===== src/rtl/cmsdk_ahb_eg_slave_arb_pkg.sv =====
// Shared definitions for the example-slave register-port arbiter:
// FSM state encoding, requester index type and register-port idle values.
package cmsdk_ahb_eg_slave_arb_pkg;

    typedef enum logic [1:0] {
        ST_IDLE  = 2'b00,
        ST_ISSUE = 2'b01,
        ST_RESP  = 2'b10
    } arb_state_t;

    localparam int REQ_IDX_W = 1;
    typedef logic [REQ_IDX_W-1:0] req_idx_t;

    localparam req_idx_t REQ_IDX_0 = req_idx_t'(0);
    localparam req_idx_t REQ_IDX_1 = req_idx_t'(1);

    localparam logic        REG_EN_DFLT    = 1'b0;
    localparam logic [3:0]  REG_STRB_DFLT  = 4'b0000;
    localparam logic [31:0] REG_WDATA_DFLT = 32'h0000_0000;
    localparam logic [31:0] RDATA_DFLT     = 32'h0000_0000;

endpackage


===== src/rtl/cmsdk_ahb_eg_slave_arb_rr.sv =====
// Two-way grant selector for the register-port arbiter.
// Default build: round-robin on contention, tracked by a last_gnt register.
// With CMSDK_AHB_EG_SLAVE_ARB_FIXED_PRIO_EN defined: requester 0 always wins
// contention and the last_gnt register (and its clock/reset/update ports) is gone.
module cmsdk_ahb_eg_slave_arb_rr
    import cmsdk_ahb_eg_slave_arb_pkg::*;
(
`ifndef CMSDK_AHB_EG_SLAVE_ARB_FIXED_PRIO_EN
    input  logic     hclk,
    input  logic     hresetn,
    input  logic     update,
`endif
    input  logic     req0,
    input  logic     req1,
    output req_idx_t gnt_idx
);

`ifdef CMSDK_AHB_EG_SLAVE_ARB_FIXED_PRIO_EN

    // Requester 1 is chosen only when requester 0 is not asking
    always_comb begin
        gnt_idx = REQ_IDX_0;
        if (!req0 && req1) begin
            gnt_idx = REQ_IDX_1;
        end
    end

`else

    req_idx_t last_gnt;

    // On contention the requester that was not served last wins
    always_comb begin
        gnt_idx = REQ_IDX_0;
        if (req0 && req1) begin
            gnt_idx = (last_gnt == REQ_IDX_0) ? REQ_IDX_1 : REQ_IDX_0;
        end else if (req1) begin
            gnt_idx = REQ_IDX_1;
        end
    end

    // Remember each taken grant; reset value makes requester 0 win first
    always_ff @(posedge hclk) begin
        if (!hresetn) begin
            last_gnt <= REQ_IDX_1;
        end else if (update) begin
            last_gnt <= gnt_idx;
        end
    end

`endif

endmodule


===== src/rtl/cmsdk_ahb_eg_slave_arb.sv =====
// Arbiter sharing the example-slave register port between requester 0 and
// requester 1. One access at a time: IDLE (arbitrate + latch) -> ISSUE
// (strobe, capture read data) -> RESP (ack). All register-port outputs and
// acks are registered. Optional macro CMSDK_AHB_EG_SLAVE_ARB_FIXED_PRIO_EN
// switches the grant policy from round-robin to fixed priority (requester 0).
module cmsdk_ahb_eg_slave_arb
    import cmsdk_ahb_eg_slave_arb_pkg::*;
#(
    parameter int ADDRWIDTH = 12
) (
    input  logic                 hclk,
    input  logic                 hresetn,
    input  logic                 req0,
    input  logic [ADDRWIDTH-1:0] addr0,
    input  logic                 write0,
    input  logic [3:0]           strb0,
    input  logic [31:0]          wdata0,
    input  logic                 req1,
    input  logic [ADDRWIDTH-1:0] addr1,
    input  logic                 write1,
    input  logic [3:0]           strb1,
    input  logic [31:0]          wdata1,
    output logic                 ack0,
    output logic [31:0]          rdata0,
    output logic                 ack1,
    output logic [31:0]          rdata1,
    output logic [ADDRWIDTH-1:0] reg_addr,
    output logic                 reg_read_en,
    output logic                 reg_write_en,
    output logic [3:0]           reg_byte_strobe,
    output logic [31:0]          reg_wdata,
    input  logic [31:0]          reg_rdata
);

    arb_state_t           state;
    arb_state_t           state_nxt;
    req_idx_t             gnt_idx;
    req_idx_t             win_idx;
    req_idx_t             win_nxt;
    logic                 any_req;
    logic                 grant_take;

    logic [ADDRWIDTH-1:0] sel_addr;
    logic                 sel_write;
    logic [3:0]           sel_strb;
    logic [31:0]          sel_wdata;

    logic [ADDRWIDTH-1:0] addr_nxt;
    logic                 read_en_nxt;
    logic                 write_en_nxt;
    logic [3:0]           strb_nxt;
    logic [31:0]          wdata_nxt;
    logic                 ack0_nxt;
    logic                 ack1_nxt;
    logic [31:0]          rdata0_nxt;
    logic [31:0]          rdata1_nxt;

    assign any_req    = req0 | req1;
    assign grant_take = (state == ST_IDLE) && any_req;

    assign sel_addr   = (gnt_idx == REQ_IDX_1) ? addr1  : addr0;
    assign sel_write  = (gnt_idx == REQ_IDX_1) ? write1 : write0;
    assign sel_strb   = (gnt_idx == REQ_IDX_1) ? strb1  : strb0;
    assign sel_wdata  = (gnt_idx == REQ_IDX_1) ? wdata1 : wdata0;

    cmsdk_ahb_eg_slave_arb_rr u_rr (
`ifndef CMSDK_AHB_EG_SLAVE_ARB_FIXED_PRIO_EN
        .hclk    (hclk),
        .hresetn (hresetn),
        .update  (grant_take),
`endif
        .req0    (req0),
        .req1    (req1),
        .gnt_idx (gnt_idx)
    );

    // State register; reset returns to IDLE and abandons any access in flight
    always_ff @(posedge hclk) begin
        if (!hresetn) begin
            state <= ST_IDLE;
        end else begin
            state <= state_nxt;
        end
    end

    // Sequencing: IDLE waits for a request, ISSUE and RESP each last one cycle
    always_comb begin
        state_nxt = state;
        case (state)
            ST_IDLE:  if (any_req) state_nxt = ST_ISSUE;
            ST_ISSUE: state_nxt = ST_RESP;
            ST_RESP:  state_nxt = ST_IDLE;
            default:  state_nxt = ST_IDLE;
        endcase
    end

    // Next values of the registered outputs; port returns to idle values outside ISSUE
    always_comb begin
        addr_nxt     = '0;
        read_en_nxt  = REG_EN_DFLT;
        write_en_nxt = REG_EN_DFLT;
        strb_nxt     = REG_STRB_DFLT;
        wdata_nxt    = REG_WDATA_DFLT;
        ack0_nxt     = 1'b0;
        ack1_nxt     = 1'b0;
        rdata0_nxt   = rdata0;
        rdata1_nxt   = rdata1;
        win_nxt      = win_idx;
        case (state)
            ST_IDLE: begin
                if (grant_take) begin
                    win_nxt      = gnt_idx;
                    addr_nxt     = sel_addr;
                    read_en_nxt  = !sel_write;
                    write_en_nxt = sel_write;
                    strb_nxt     = sel_write ? sel_strb : REG_STRB_DFLT;
                    wdata_nxt    = sel_wdata;
                end
            end
            ST_ISSUE: begin
                if (win_idx == REQ_IDX_1) begin
                    ack1_nxt = 1'b1;
                    if (reg_read_en) rdata1_nxt = reg_rdata;
                end else begin
                    ack0_nxt = 1'b1;
                    if (reg_read_en) rdata0_nxt = reg_rdata;
                end
            end
            default: begin
            end
        endcase
    end

    // Output registers; reset clears strobes, acks and captured read data together
    always_ff @(posedge hclk) begin
        if (!hresetn) begin
            win_idx         <= REQ_IDX_0;
            reg_addr        <= '0;
            reg_read_en     <= REG_EN_DFLT;
            reg_write_en    <= REG_EN_DFLT;
            reg_byte_strobe <= REG_STRB_DFLT;
            reg_wdata       <= REG_WDATA_DFLT;
            ack0            <= 1'b0;
            ack1            <= 1'b0;
            rdata0          <= RDATA_DFLT;
            rdata1          <= RDATA_DFLT;
        end else begin
            win_idx         <= win_nxt;
            reg_addr        <= addr_nxt;
            reg_read_en     <= read_en_nxt;
            reg_write_en    <= write_en_nxt;
            reg_byte_strobe <= strb_nxt;
            reg_wdata       <= wdata_nxt;
            ack0            <= ack0_nxt;
            ack1            <= ack1_nxt;
            rdata0          <= rdata0_nxt;
            rdata1          <= rdata1_nxt;
        end
    end

endmodule


===== config.mk =====
export PLATFORM = sky130hd
export DESIGN_NAME = cmsdk_ahb_eg_slave_arb
export DESIGN_NICKNAME = d
export VERILOG_FILES = /design/src/rtl/cmsdk_ahb_eg_slave_arb_pkg.sv /design/src/rtl/cmsdk_ahb_eg_slave_arb_rr.sv /design/src/rtl/cmsdk_ahb_eg_slave_arb.sv
export SDC_FILE = /design/constraint.sdc
export NUM_CORES = 1
export LEC_CHECK = 0
export CORE_MARGIN = 2
export CORE_UTILIZATION = 40
export CTS_CLUSTER_SIZE = 14
export DETAILED_ROUTE_END_ITERATION = 16
export MAX_ROUTING_LAYER = met4
export PLACE_DENSITY = 0.86
export SLEW_MARGIN = 30
export SYNTH_ARGS = -nofsm -noshare
export SYNTH_HDL_FRONTEND = slang
export SYNTH_SLANG_ARGS = --single-unit

===== constraint.sdc =====
create_clock -name hclk -period 3.05 [get_ports hclk]
set_input_delay 0.4575 -clock hclk [delete_from_list [all_inputs] [get_ports hclk]]
set_output_delay 0.4575 -clock hclk [all_outputs]
set_load 0.01 [all_outputs]

## Word-level counts from Yosys, hierarchy flattened

Index checks and enable logic that the tools add are counted.

- Equality and inequality tests: 2
- Multiplexer cells: 11
- Bitwise gates (word level): 2
- Reduce and logical (&&, ||, !) cells: 10

Operators by type and width:

| operator | number |
|---|---|
| $mux W32 | 1 |
| $mux W12 | 1 |
| $reduce_and A3 Y1 | 3 |
| $mux W1 | 6 |
| $mux W4 | 1 |
| $pmux W2 S2 | 1 |
| $reduce_and A2 Y1 | 2 |
| $reduce_and A4 Y1 | 1 |
| $eq A2 B1 Y1 const B | 1 |
| $logic_and A1 B1 Y1 | 2 |
| $logic_not A2 Y1 | 1 |
| $mux W2 | 1 |
| $ne A2 B2 Y1 const B | 1 |
| $logic_not A1 Y1 | 1 |
| $not A1 Y1 | 1 |
| $or A1 B1 Y1 | 1 |

- Bits in registers: 120
- Input bits: 134
- Output and inout port bits: 116
- Word-level logic and storage cells: 37

## Depth between registers and ports, before layout

Gate-level depths: netlist of the first run.

- Depth after elaboration: 4
- Depth in mapped cells: 7
- Gate-level depth less buffers: 4

## Modules after synthesis

From an unflattened synthesis of the first run, not the netlist that was laid out.

- Cells, all modules: 436
- Area, all modules: 4157.7 um^2

By module, submodules not included:

| module | instances | cells an instance | area each (um^2) | seq. area each (um^2) |
|---|---|---|---|---|
| cmsdk_ahb_eg_slave_arb | 1 | 431 | 4111.4 | 2382.3 |
| cmsdk_ahb_eg_slave_arb_rr | 1 | 5 | 46.3 | 20.0 |

## Worst setup path after synthesis of the first run

OpenSTA, ideal clock, no wires.

- Path kind: input to register
- From: in hresetn
- To: reg reg_addr[10]
- Library setup time: 0.070 ns
- Arrival time: 1.318 ns
- Data required time: 2.980 ns
- Slack: 1.663 ns
- Stages on the path: 6
- Buffers on the path: 3
- Path through: buf_4 > o21ai_1 > or3_1 > clkbuf_1 > buf_2 > a21oi_1

- Word-level cells in the longest chain between the ends: 1

RTL lines:

| item | RTL line | text |
|---|---|---|
| from (decl) | cmsdk_ahb_eg_slave_arb.sv:12 | `input logic hresetn,` |
| $reduce_and A3 Y1 (no source line) | - |  |
| to (signal assigned) | cmsdk_ahb_eg_slave_arb.sv:149 | `reg_addr <= addr_nxt;` |
| to (decl) | cmsdk_ahb_eg_slave_arb.sv:27 | `output logic [ADDRWIDTH-1:0] reg_addr,` |

No other way between the ends.
A chain may end at the register's enable or synchronous reset.

## Final worst setup path of the first run

- From: reg reg_read_en
- To: out reg_read_en

RTL lines:

| item | RTL line | text |
|---|---|---|
| from (decl) | cmsdk_ahb_eg_slave_arb.sv:28 | `output logic reg_read_en,` |
| from (signal assigned) | cmsdk_ahb_eg_slave_arb.sv:150 | `reg_read_en <= read_en_nxt;` |

No word-level cell between the ends.

==> results of run 1 <==
## through the flow
stage / setup slack, ns / total power, uW / instance area, um2
3_5_place_dp: 0.8389 / 2165 / 6654
2_1_floorplan: 1.663 / 1848 / 4095
3_3_place_gp: 0.9156 / 2153 / 6654
5_1_grt: 0.9965 / 4353 / 7284
6_report: 1.067 / 4208 / 7284
4_1_cts: 0.8421 / 4240 / 7273
## final timing paths
kind,start,to,cells past startpoint
max,reg_read_en,reg_read_en,1
max reg2reg,state[1],rdata0[28],4
min reg2reg,rdata0[23],rdata0[23],2
min,rdata0[23],rdata0[23],2
## registers in the layout, indices dropped and copies added (netlist names)
register	flops
reg_read_en	1
u_rr.last_gnt	1
reg_wdata	32
state	2
reg_addr	12
rdata1	32
ack1	1
reg_byte_strobe	4
rdata0	32
win_idx	1
ack0	1
reg_write_en	1
## power by group
part	leakage [uW]	internal (uW)	switching [uW]
clock network	0.000293	1370	702
logic	0.00149	285	206
registers	0.000975	1620	26.1
total	0.00276	3270	934
## cell usage after synthesis
cell type,n
nand2_1,124
dfxtp_1,120
nand3_1,72
o21ai_0,64
a21oi_1,48
clkbuf_1,18
buf_2,15
buf_1,5
nor2_1,3
and2_1,2
a21bo_2,1
a21boi_2,1
a32oi_1,1
buf_4,1
buf_6,1
inv_2,1
mux2i_1,1
nand4b_1,1
nand4bb_1,1
nor2b_1,1
nor3_1,1
o211ai_1,1
o21ai_1,1
or3_1,1
or3b_2,1
## cell type report
type / instances / share of cell area
clock buffers: 20 / 0.06115
inverters: 1 / 0.0005153
repair buffers: 257 / 0.3514
clock inverters: 12 / 0.02387
flip-flops and latches: 120 / 0.3298
multi-input cells: 325 / 0.2104
well taps: 133 / 0.02284
## metal layers
layer	wire length, um	vias up	global-route usage
met5	0	-	-
met4	399	0	0.1200
met3	1398	34	0.09357
met2	7052	219	0.4272
met1	5027	2066	0.2762
li1	-	2108	-
## cells by family after synthesis
kind of cell	synth area share
AO/OA/AOI/OAI	0.1473
flip-flops	0.5866
multiplexers	0.002444
AND/OR/NAND/NOR	0.2188
buffers and inverters	0.04491
==> impl_metrics.json, run 1 <==
{
  "track_usage": 0.2587,
  "max_freq_ghz": 0.5043,
  "yosys-top-cells-area": "dfxtp_1, nand2_1, nand3_1",
  "utilization": 0.7385,
  "crit_path_end_kind": "output pin",
  "p_leak_uw": 0.002757,
  "synth_top_area_cell": "dfxtp_1",
  "ioPinCount": 250,
  "clock_latency_ns": 0.51,
  "slew_violations": 0,
  "antenna_found_initial": 0,
  "synthCells": 486,
  "antenna_cells": 0,
  "nets": 856,
  "drive_above_1_share": 0.06122,
  "worstPathArrival_ns": 1.53,
  "synth_top_area_share": 0.5866,
  "portBuffers": 249,
  "rrSetupSlack_ns": 1.30,
  "finalWirelength_um": 13880,
  "drt_iter0_drc": 230,
  "ctsHoldBuffers": 0,
  "cts_sinks": 120,
  "hpwl_um": 9861,
  "synth_area_mm2": 0.004095,
  "grt-ovfl-total": 0,
  "core-area_mm2": 0.009864,
  "multi_input_area_mm2": 0.001533,
  "fin_crit_sh": 0.6502,
  "route.vias.total": 4427,
  "finalSetupViolations": 0,
  "wl_per_cell_um": 15.99,
  "seq_area_mm2": 0.002402,
  "cts_setup_buffers": 0,
  "hold_path.class": "register to register",
  "status": "complete, no violations",
  "fp.dieW_um": 105.2,
  "vias_per_cell": 5.100,
  "worstSetupPathType": "register to output pin",
  "ys_warn_count": 0,
  "cts_tree": "built",
  "rows": 36,
  "fin_crit_ns": 1.983,
  "layoutNonFillerInstCount": 868,
  "slowest_stage": "clkdlybuf4s50_1",
  "vdd_drop_max_uv": 298.7,
  "tns_ns": 0,
  "layout_common_cells": "clkdlybuf4s50_1, nand2_1, dfxtp_1",
  "grt_pass1_vias": 4416,
  "critPathTopFamily": "buffers and inverters",
  "tightest_slew_ns": 0.9085,
  "drv_cap": 0,
  "rsz0062_at_grt": "false",
  "ys_seq_area_frac": 0.5866,
  "max_stage_delay_ns": 0.62,
  "dieArea_mm2": 0.01106,
  "required_ns": 2.59,
  "drtAntennaViolNets": 0,
  "pwr_density_cell_mw_per_mm2": 577.7,
  "cp_cell_sequence": "clkdlybuf4s50_1",
  "dpl.cell_count": 836,
  "h-tree-depth": 4,
  "place_congestion": 0.8594,
  "fill_cells": 680,
  "firstDrtPassIters": 5,
  "grt_start_max_net_pins": 100,
  "clkTransAtPathRegs_ns": 0.05,
  "root_buffer": "clkbuf_8",
  "cts_resized": 0,
  "fin_hold_ws_ns": 0.4714,
  "syn_nets": 620,
  "critPathMaxFanout": 3,
  "max-slew-margin-rel": 0.3943,
  "fin_skew_ns": 0.009851,
  "fp.dieH_um": 105.2,
  "cp_num_buf_inv": 1,
  "grt_pass1_wl_um": 21630,
  "finalHoldViolCount": 0,
  "syn_area_per_cell_um2": 8.426,
  "drcViolationCount": 0,
  "layout_commonest_cell": "clkdlybuf4s50_1",
  "numCtsBuffers": 17,
  "netlist-cell-type-count": 25,
  "synth_seq_cells": 120,
  "clockBufferDepth": 2,
  "synthToLayoutAreaGrowth_pct": 77.88,
  "start_util": 0.4151,
  "cp-start-kind": "register"
}
No activity file was read; power rests on OpenSTA's default activity.
==> run 2: changes to the inputs <==
--- a/config.mk
+++ b/config.mk
@@ -6,11 +6,11 @@
 export NUM_CORES = 1
 export LEC_CHECK = 0
 export CORE_MARGIN = 2
-export CORE_UTILIZATION = 40
+export CORE_UTILIZATION = 37
 export CTS_CLUSTER_SIZE = 14
 export DETAILED_ROUTE_END_ITERATION = 16
 export MAX_ROUTING_LAYER = met4
-export PLACE_DENSITY = 0.86
+export PLACE_DENSITY = 0.8
 export SLEW_MARGIN = 30
 export SYNTH_ARGS = -nofsm -noshare
 export SYNTH_HDL_FRONTEND = slang
==> constraint.sdc (replaced) <==
create_clock -name hclk -period 2 [get_ports hclk]
set_input_delay 0.3 -clock hclk [delete_from_list [all_inputs] [get_ports hclk]]
set_output_delay 0.3 -clock hclk [all_outputs]
set_load 0.01 [all_outputs]
==> impl_metrics.json, run 2 (synthesis results as in run 1) <==
{
  "status": "complete, no violations",
  "clock_latency_ns": 0.50,
  "grt_pass1_vias": 4294,
  "place_congestion": 0.8367,
  "nets": 858,
  "grt_pass1_wl_um": 20660,
  "max_stage_delay_ns": 0.64,
  "cts_sinks": 120,
  "p_seq_frac": 0.404,
  "fin_crit_sh": 0.9004,
  "max_freq_ghz": 0.5553,
  "clockBufferDepth": 2,
  "cts_setup_buffers": 0,
  "layout_common_cells": "clkdlybuf4s50_1, nand2_1, dfxtp_1",
  "finalSetupViolations": 0,
  "p_leak_uw": 0.002774,
  "clkTransAtPathRegs_ns": 0.05,
  "route.vias.total": 4276,
  "synthToLayoutAreaGrowth_pct": 78.31,
  "root_buffer": "clkbuf_8",
  "ctsHoldBuffers": 0,
  "finalWirelength_um": 13460,
  "max-slew-margin-rel": 0.7786,
  "dieArea_mm2": 0.01193,
  "slowest_stage": "clkdlybuf4s50_1",
  "crit_path_end_kind": "output pin",
  "ioPinCount": 250,
  "tns_ns": 0,
  "pwr-share-comb": 0.121,
  "drv_cap": 0,
  "h-tree-depth": 4,
  "worstSetupPathType": "register to output pin",
  "layout_commonest_cell": "clkdlybuf4s50_1",
  "hpwl_um": 9793,
  "grt-ovfl-total": 0,
  "start_util": 0.3778,
  "fin_skew_ns": 0.007132,
  "cp_num_buf_inv": 1,
  "rsz0062_at_grt": "false",
  "firstDrtPassIters": 4,
  "fin_area_mm2": 0.007302,
  "cts_resized": 0,
  "drcViolationCount": 0,
  "fp.dieW_um": 109.2,
  "rrSetupSlack_ns": 0.72,
  "drt_iter0_drc": 272,
  "finalHoldViolCount": 0,
  "slew_violations": 0,
  "switching_power_uw": 1369,
  "track_usage": 0.2323,
  "drtAntennaViolNets": 0,
  "place_area_mm2": 0.006728,
  "pwr-share-clk": 0.475,
  "r2r-start": "state[1]",
  "antenna_cells": 0,
  "r2r_cells": 3,
  "wl_per_cell_um": 15.39,
  "portBuffers": 249,
  "finalPower_uw": 6229,
  "reg.largest.list": "rdata0 x32, rdata1 x32, reg_wdata x32",
  "worstPathArrival_ns": 1.50,
  "core-area_mm2": 0.01084,
  "hold_path.class": "primary input to register",
  "swShare": 0.2198,
  "required_ns": 1.70,
  "drive_above_1_share": 0.05986,
  "critPathMaxFanout": 3,
  "grt_start_max_net_pins": 82,
  "cp-start-kind": "register",
  "cp_cell_sequence": "clkdlybuf4s50_1",
  "internal-power_uw": 4860,
  "tightest_slew_ns": 0.3321,
  "critPathTopFamily": "buffers and inverters",
  "pwr_density_cell_mw_per_mm2": 853.1,
  "cts_tree": "built",
  "numCtsBuffers": 17,
  "rows": 38,
  "worstHoldEndpoint": "u_rr.last_gnt",
  "fp.dieH_um": 109.2,
  "rr_endpoint": "reg_wdata[28]",
  "hp-start": "hresetn",
  "vdd_drop_max_uv": 496.3,
  "fin_crit_ns": 1.801,
  "min_path_cells": 3,
  "antenna_found_initial": 0,
  "vias_per_cell": 4.887
}
run 2: worst reg2reg max path, stage by stage, from the launching register on:
cell and delay, ns:
dfxtp_1 0.36, or3_1 0.42, buf_4 0.26, a21oi_1 0.18
run 2: routing by layer:
layer  wire [um]  global-route usage
met2        6767              0.3846
met5           0                   -
met3        1248             0.09085
met1        5286              0.2601
met4         161             0.06781
run 2: worst max path at each step:
| stage | cells past startpoint | startpoint | endpoint |
|---|---|---|---|
| CTS | 1 | reg_read_en | reg_read_en |
| detailed placement | 5 | req0 | reg_addr[11] |
| finish | 1 | reg_read_en | reg_read_en |
| global placement | 6 | req0 | reg_read_en |
| global route | 1 | reg_read_en | reg_read_en |
| floorplan | 6 | hresetn | reg_addr[10] |
run 2: through the flow:
stage               utilization  cells  setup WS (ns)  hold WS [ns]
detailed placement       0.6206    845         0.1825        0.4644
global route             0.6736    875         0.1326        0.2835
finish                   0.6736    875         0.1992        0.2944
floorplan                     -    486         0.7703        0.4339
global placement         0.6206    845         0.2318        0.4527
CTS                      0.6736    875         0.1694        0.2681
run 2: power by group through the flow:
stage               logic [uW]  registers, uW  clock network, uW
detailed placement         753           2560                  0
floorplan                  220           2600                  0
finish                     757           2510               2960
CTS                        761           2510               3010
global route               820           2520               3110
global placement           738           2560                  0
run 2: area by class of cell:
class	instances	area (um2)
Tap cell	140	175.2
Clock inverter	9	125.1
Multi-Input combinational cell	325	1521
Timing Repair Buffer	259	2625
Clock buffer	21	449.2
Fill cell	877	3538
Sequential cell	120	2402
Inverter	1	3.754
==> run 3: changes to the inputs <==
--- a/config.mk
+++ b/config.mk
@@ -5,13 +5,16 @@
 export SDC_FILE = /design/constraint.sdc
 export NUM_CORES = 1
 export LEC_CHECK = 0
+export CELL_PAD_IN_SITES_DETAIL_PLACEMENT = 0
+export CELL_PAD_IN_SITES_GLOBAL_PLACEMENT = 1
 export CORE_MARGIN = 2
-export CORE_UTILIZATION = 37
+export CORE_UTILIZATION = 25
 export CTS_CLUSTER_SIZE = 14
 export DETAILED_ROUTE_END_ITERATION = 16
 export MAX_ROUTING_LAYER = met4
-export PLACE_DENSITY = 0.8
+export PLACE_DENSITY_LB_ADDON = 0.1
 export SLEW_MARGIN = 30
 export SYNTH_ARGS = -nofsm -noshare
 export SYNTH_HDL_FRONTEND = slang
 export SYNTH_SLANG_ARGS = --single-unit
+export TNS_END_PERCENT = 10
==> impl_metrics.json, run 3 (synthesis results as in run 1) <==
{
  "cp_cell_sequence": "clkdlybuf4s50_1",
  "pwr_density_cell_mw_per_mm2": 847.7,
  "firstDrtPassIters": 5,
  "clockBufferDepth": 2,
  "finalWirelength_um": 13610,
  "synthToLayoutAreaGrowth_pct": 80.66,
  "place_congestion": 0.7810,
  "worst-path-stages": 1,
  "rsz0062_at_grt": "false",
  "layout_commonest_cell": "clkdlybuf4s50_1",
  "reg.largest.list": "rdata0 x32, rdata1 x32, reg_wdata x32",
  "drt_iter0_drc": 185,
  "status": "complete, no violations",
  "fin_skew_ns": 0.004420,
  "fin_area_mm2": 0.007398,
  "h-tree-depth": 4,
  "fin_crit_ns": 1.639,
  "slowest_stage": "clkdlybuf4s50_1",
  "grt-ovfl-total": 0,
  "clock_latency_ns": 0.41,
  "grt_pass1_vias": 4185,
  "slew_violations": 0,
  "cts_setup_buffers": 0,
  "cp-startpoint": "reg_read_en",
  "critPathTopFamily": "buffers and inverters",
  "fp.dieH_um": 132.0,
  "tightest_slew_ns": 0.4142,
  "place_area_mm2": 0.006820,
  "fp.dieW_um": 132.0,
  "finalSetupViolations": 0,
  "worstSetupPathType": "register to output pin",
  "required_ns": 1.70,
  "worstPathArrival_ns": 1.34,
  "dieArea_mm2": 0.01742,
  "max-slew-margin-rel": 0.7238,
  "drv_cap": 0,
  "layout_common_cells": "clkdlybuf4s50_1, nand2_1, dfxtp_1",
  "root_buffer": "clkbuf_16",
  "vias_per_cell": 4.339,
  "finalHoldViolCount": 0,
  "r2r_cells": 3,
  "crit_path_end": "reg_read_en",
  "cts_tree": "built",
  "ioPinCount": 250,
  "drcViolationCount": 0,
  "multi_input_area_mm2": 0.001521,
  "max_freq_ghz": 0.6101,
  "max_stage_delay_ns": 0.58,
  "cp_num_buf_inv": 1,
  "antenna_found_initial": 0,
  "antenna_cells": 0,
  "track_usage": 0.1609,
  "nets": 856,
  "p_leak_uw": 0.002775,
  "crit_path_end_kind": "output pin",
  "hpwl_um": 9798,
  "cp-start-kind": "register",
  "seq_area_mm2": 0.002402,
  "route.vias.total": 4122,
  "portBuffers": 249,
  "drtAntennaViolNets": 0,
  "drive_above_1_share": 0.05722,
  "clkTransAtPathRegs_ns": 0.05,
  "cts_resized": 0,
  "hold_path.class": "primary input to register",
  "cts_sinks": 120,
  "r2r-start": "state[1]",
  "fin_crit_sh": 0.8195,
  "fill_cells": 1576,
  "ctsHoldBuffers": 0,
  "numCtsBuffers": 17,
  "vdd_drop_max_uv": 525.0,
  "tns_ns": 0,
  "rr_endpoint": "reg_wdata[10]",
  "wl_per_cell_um": 14.32,
  "rrSetupSlack_ns": 0.74,
  "core-area_mm2": 0.01594,
  "grt_start_max_net_pins": 100,
  "critPathMaxFanout": 3,
  "grt_pass1_wl_um": 21180,
  "rows": 46,
  "start_util": 0.2569
}
[run 3: how the worst min path moves through the flow]
stage | cells past startpoint | start | end
2_1_floorplan | 2 | addr1[11] | reg_addr[11]
3_3_place_gp | 2 | rdata0[23] | rdata0[23]
3_5_place_dp | 2 | rdata0[8] | rdata0[8]
4_1_cts | 3 | wdata1[22] | reg_wdata[22]
5_1_grt | 3 | wdata1[25] | reg_wdata[25]
6_report | 3 | wdata1[22] | reg_wdata[22]
[run 3: metal layers]
layer,GRT usage,share of wire,vias to the layer above
met4,0.05556,0.014,0
met3,0.06690,0.088,15
met2,0.2688,0.48,154
met1,0.1719,0.42,1842
met5,-,0,-
li1,-,-,2111
[run 3: where the power goes]
part	internal (uW)	switching (uW)
registers	2480	34.2
logic	444	306
clock network	1970	1040
total	4890	1380
[run 3: through the flow]
stage	hold WS, ns	total power [uW]	worst slack (ns)	instances	utilization
after floorplan	0.4339	2818	0.7703	486	-
after global placement	0.4519	3312	0.2385	919	0.4278
after detailed placement	0.4611	3320	0.1734	919	0.4278
after CTS	0.4149	6371	0.3144	950	0.4641
after global routing	0.4215	6522	0.3028	950	0.4641
final	0.4397	6272	0.3610	950	0.4641
[run 3: final cells by class]
| class | instances | share of cell area |
|---|---|---|
| Clock inverter | 10 | 0.01725 |
| Tap cell | 216 | 0.03653 |
| Multi-Input combinational cell | 325 | 0.2056 |
| Clock buffer | 21 | 0.06088 |
| Sequential cell | 120 | 0.3247 |
| Timing Repair Buffer | 257 | 0.3545 |
| Inverter | 1 | 0.0005074 |
